### config.mk
export PLATFORM = sky130hd
export DESIGN_NAME = clock_gen
export DESIGN_NICKNAME = d
export VERILOG_FILES = /design/src/rtl/clock_gen.sv
export SDC_FILE = /design/constraint.sdc
export NUM_CORES = 1
export LEC_CHECK = 0
export BUFFER_PORTS_ARGS = -buffer_cell sky130_fd_sc_hd__buf_2
export CORE_AREA = 10 10 47 49
export CTS_CLUSTER_DIAMETER = 30
export DETAILED_ROUTE_END_ITERATION = 16
export DIE_AREA = 0 0 57 59
export PLACE_DENSITY = 0.7
export SKIP_CTS_REPAIR_TIMING = 1
export SYNTH_ARGS = -nofsm -noshare
export SYNTH_HDL_FRONTEND = slang
export SYNTH_SLANG_ARGS = --single-unit
export TNS_END_PERCENT = 20
### constraint.sdc
create_clock -name fpga_clk -period 2.6 [get_ports fpga_clk]
set_input_delay 0.39 -clock fpga_clk [delete_from_list [all_inputs] [get_ports fpga_clk]]
set_output_delay 0.39 -clock fpga_clk [all_outputs]
set_load 0.03 [all_outputs]
### src/rtl/clock_gen.sv
// clock_gen: divides fpga_clk into clk, phi_0 and a delayed copy phi_2.
// Define CLOCK_GEN_STROBE_EN to add the phi2_rise / phi2_fall strobes.
module clock_gen #(
  parameter int CLK_DIV  = 2,
  parameter int PHI_DIV  = 50,
  parameter int PHI2_DLY = 2
) (
  input  logic fpga_clk,
  input  logic rst_n,
  output logic clk,
  output logic phi_0,
`ifdef CLOCK_GEN_STROBE_EN
  output logic phi_2,
  output logic phi2_rise,
  output logic phi2_fall
`else
  output logic phi_2
`endif
);

  localparam int HALF = CLK_DIV / 2;
  localparam int CW   = (HALF > 1) ? $clog2(HALF) : 1;
  localparam int PW   = $clog2(PHI_DIV);
  localparam int PLOW = (PHI_DIV + 1) / 2;

  localparam logic [CW-1:0] C_TOP = CW'(HALF - 1);
  localparam logic [PW-1:0] P_TOP = PW'(PHI_DIV - 1);
  localparam logic [PW-1:0] P_LOW = PW'(PLOW);

  logic [1:0]    sync_q;
  logic          run;
  logic [CW-1:0] c_cnt;
  logic [CW-1:0] c_nxt;
  logic [PW-1:0] p_cnt;
  logic [PW-1:0] p_nxt;
  logic          clk_nxt;
  logic          phi0_nxt;
`ifdef CLOCK_GEN_STROBE_EN
  logic          phi2_nxt;
`endif

  // Two-flop release synchroniser; counting starts on the second edge.
  always_ff @(posedge fpga_clk or negedge rst_n) begin
    if (!rst_n) begin
      sync_q <= '0;
    end else begin
      sync_q <= {sync_q[0], 1'b1};
    end
  end

  assign run = |sync_q;

  // Next counter and clock values; phi_0 high in upper part of period.
  always_comb begin
    c_nxt   = c_cnt;
    p_nxt   = p_cnt;
    clk_nxt = clk;
    if (run) begin
      if (c_cnt == C_TOP) begin
        c_nxt   = '0;
        clk_nxt = ~clk;
      end else begin
        c_nxt = c_cnt + CW'(1);
      end
      if (p_cnt == P_TOP) begin
        p_nxt = '0;
      end else begin
        p_nxt = p_cnt + PW'(1);
      end
    end
    phi0_nxt = (p_nxt >= P_LOW);
  end

  // Counter and output registers.
  always_ff @(posedge fpga_clk or negedge rst_n) begin
    if (!rst_n) begin
      c_cnt <= '0;
      p_cnt <= '0;
      clk   <= 1'b0;
      phi_0 <= 1'b0;
    end else begin
      c_cnt <= c_nxt;
      p_cnt <= p_nxt;
      clk   <= clk_nxt;
      phi_0 <= phi0_nxt;
    end
  end

  if (PHI2_DLY == 0) begin : g_nodly
    assign phi_2 = phi_0;
`ifdef CLOCK_GEN_STROBE_EN
    assign phi2_nxt = phi0_nxt;
`endif
  end else begin : g_dly
    logic [PHI2_DLY-1:0] dly;
    logic [PHI2_DLY-1:0] dly_nxt;

    // Shift phi_0 in at the bottom of the chain.
    always_comb begin
      dly_nxt    = dly << 1;
      dly_nxt[0] = phi_0;
    end

    // Delay chain registers; top stage is phi_2.
    always_ff @(posedge fpga_clk or negedge rst_n) begin
      if (!rst_n) begin
        dly <= '0;
      end else begin
        dly <= dly_nxt;
      end
    end

    assign phi_2 = dly[PHI2_DLY-1];
`ifdef CLOCK_GEN_STROBE_EN
    assign phi2_nxt = dly_nxt[PHI2_DLY-1];
`endif
  end

`ifdef CLOCK_GEN_STROBE_EN
  // Edge strobes registered alongside phi_2 so they line up with it.
  always_ff @(posedge fpga_clk or negedge rst_n) begin
    if (!rst_n) begin
      phi2_rise <= 1'b0;
      phi2_fall <= 1'b0;
    end else begin
      phi2_rise <= phi2_nxt & ~phi_2;
      phi2_fall <= ~phi2_nxt & phi_2;
    end
  end
`endif

endmodule

==> metrics.txt <==
Max Cap Violations 0; crit path kind reg2reg; DR DRC count 0; Total GRT Usage 0.05762; Core Rows 14; drt initial violations 14; CTS buffer count 3; Syn. warnings 0; Register Area ~300 µm²; HPWL Detailed 661 µm; Crit path required time 2750 ps; DIE WIDTH 57 µm; min Tclk post-route roughly 1600 ps; most common cell after layout, fill and taps aside dfrtp_1; final hold violations 0; crit start category register; design area between 600 and 700 µm²; pre-CTS setup slack roughly 1100 ps; PD cells roughly 1200 mW/mm²; total global routing overflow 0; total power between 700 and 800 µW; routed len/inst approximately 12 µm; initial antenna violation count 0; Root Driver clkbuf_4; final setup vio count 0; CTS tree done; syn nets 54; CTS Sinks 12; largest net degree at the start of global routing 13; crit path DAT between 1500 and 2000 ps; Clock Skews 5.203 ps; placer's final routability congestion estimate 0.7885; non-filler instance count after layout between 70 and 80; leak pwr 0.2673 nW; IO Count 5; peak supply drop 600.3 µV; Max H-tree Level 1; cell taking the most area after synthesis dfrtp_1; Placed Area approximately 570 µm²; Critical Path End Type register; ANT cells 0; PortBufs 4; Synth Cell Area between 500 and 600 µm²; Layout area overhead 13.76%; synthesized instance count 50; clk_lat worst skew 270 ps; Max Freq 639.1 MHz; Core ar. ~0.0014 mm²; Initial Utilization 0.3893; CP startpoint p_cnt[0]$_DFF_PN0_; Final Max Slew Viols 0; WL final between 900 and 1000 µm; worst setup margin ~1000 ps; Setup TNS 0 ps; status complete, no violations; total number of vias 398; reg2reg end phi_0$_DFF_PN0_; Clk pin slew, worst setup/hold paths 80 ps; ANT nets after route 0; Seq/Total Area, Yosys 0.5505; hold path depth 0; Die Area approximately 0.0034 mm²; Max clock buf depth 2; Final period util 0.6018; synth top area cells dfrtp_1 55%, xnor2_1 4.8%, ha_1 4.6%, o21ai_0 4.6%, o211ai_1 2.8%; worst-path maximum fanout 7; nets 63; number of global-route vias before repair 352; Placed Cells a little under 70; FF-to-FF path depth 5; TritonRoute pass-1 iters 4; RSZ-0062 raised after global routing false; Endpoint, Worst Hold g_dly.dly[1]$_DFF_PN0_; Avg Cell Area, Syn between 10 and 15 µm²; HP Class reg2reg; number of synthesized register bits 12; first-pass GRT wire length ~1500 µm; Worst R2R Start p_cnt[0]$_DFF_PN0_; most frequent cells in the layout 12 x dfrtp_1, 5 x o21ai_0, 4 x buf_2; vias per cell 5.378; share of cells above drive strength 1 0.1552; Hold Path Origin g_dly.dly[0]$_DFF_PN0_; Layout fillers about 140; Yosys cell types 23; reg2reg setup slack 1040 ps; area of the multi-input gates around 220 µm²; top cell type's share of synthesized area 0.5505; die height roughly 59 µm
[area by class of cell]
type,instances,area share
timing repair buffer,5,0.04839
sequential,12,0.4839
tap,16,0.03226
inverter,3,0.01815
multi-input combinational,34,0.3589
clock buffer,4,0.05847
[per-stage QoR]
stage / utilization / hold WS (ps)
detailed placement: 0.4098 / 279.5
finish: 0.4429 / 353.7
CTS: 0.4357 / -22.64
global placement: 0.4098 / 280.6
floorplan: - / 94.41
global route: 0.4429 / 360.0
[worst max path at each step]
stage                                  to  slack [ps]
final                     phi_0$_DFF_PN0_        1040
after global routing      phi_0$_DFF_PN0_         840
after CTS                 phi_0$_DFF_PN0_        1050
after detailed placement  phi_0$_DFF_PN0_        1060
after global placement    phi_0$_DFF_PN0_        1070
after floorplan           phi_0$_DFF_PN0_        1200
[worst max-delay path, cell delays in order, from the launching register on]
cell      delay (ps)
dfrtp_1          470
ha_1             200
nor4bb_1         320
o21ai_0          120
a21oi_1          210
o211ai_1         130
[flip-flops by register name, summed over array words and instances, names as in the netlist]
signal and flops:
g_dly.dly 2, clk 1, phi_0 1, p_cnt 6
sync_q 2
[cells by family (layout without fill, tap and decap cells)]
| family | after synthesis | after routing | synth area share |
|---|---|---|---|
| xor+xnor | 4 | 4 | 0.06423 |
| buf+inv | 4 | 12 | 0.04128 |
| compound gates | 13 | 13 | 0.1560 |
| other cells | 1 | 1 | 0.006874 |
| flops | 12 | 12 | 0.5505 |
| fa+ha+maj | 2 | 2 | 0.04586 |
| simple gates | 14 | 14 | 0.1353 |
[routing by layer]
layer	wire (µm)	share of wire	vias to the layer above	track usage
li1	-	-	192	-
met1	404	0.44	184	0.05861
met2	405	0.44	18	0.08682
met3	84	0.092	4	0.04077
met4	21	0.023	0	0.03020
met5	0	0	-	0
[report_power, final]
part           leakage, nW  internal [mW]  switching [mW]
sequential           0.134          0.258          0.0812
combinational        0.112          0.124           0.157
clock               0.0210         0.0852          0.0617
total                0.267          0.466           0.300
[Yosys cell counts]
cell,instances
a211oi_1,1
a21oi_1,2
and2_1,1
and3_1,1
and3_2,1
buf_6,1
conb_1,1
dfrtp_1,12
ha_1,2
inv_1,3
nand2_1,3
nand3_1,1
nor2_1,3
nor3_1,2
nor4bb_1,1
o2111ai_1,1
o211ai_1,2
o21ai_0,5
o221ai_1,1
o32a_1,1
or2_1,1
xnor2_1,3
xor2_1,1
Power figures use the tool's default switching activity.
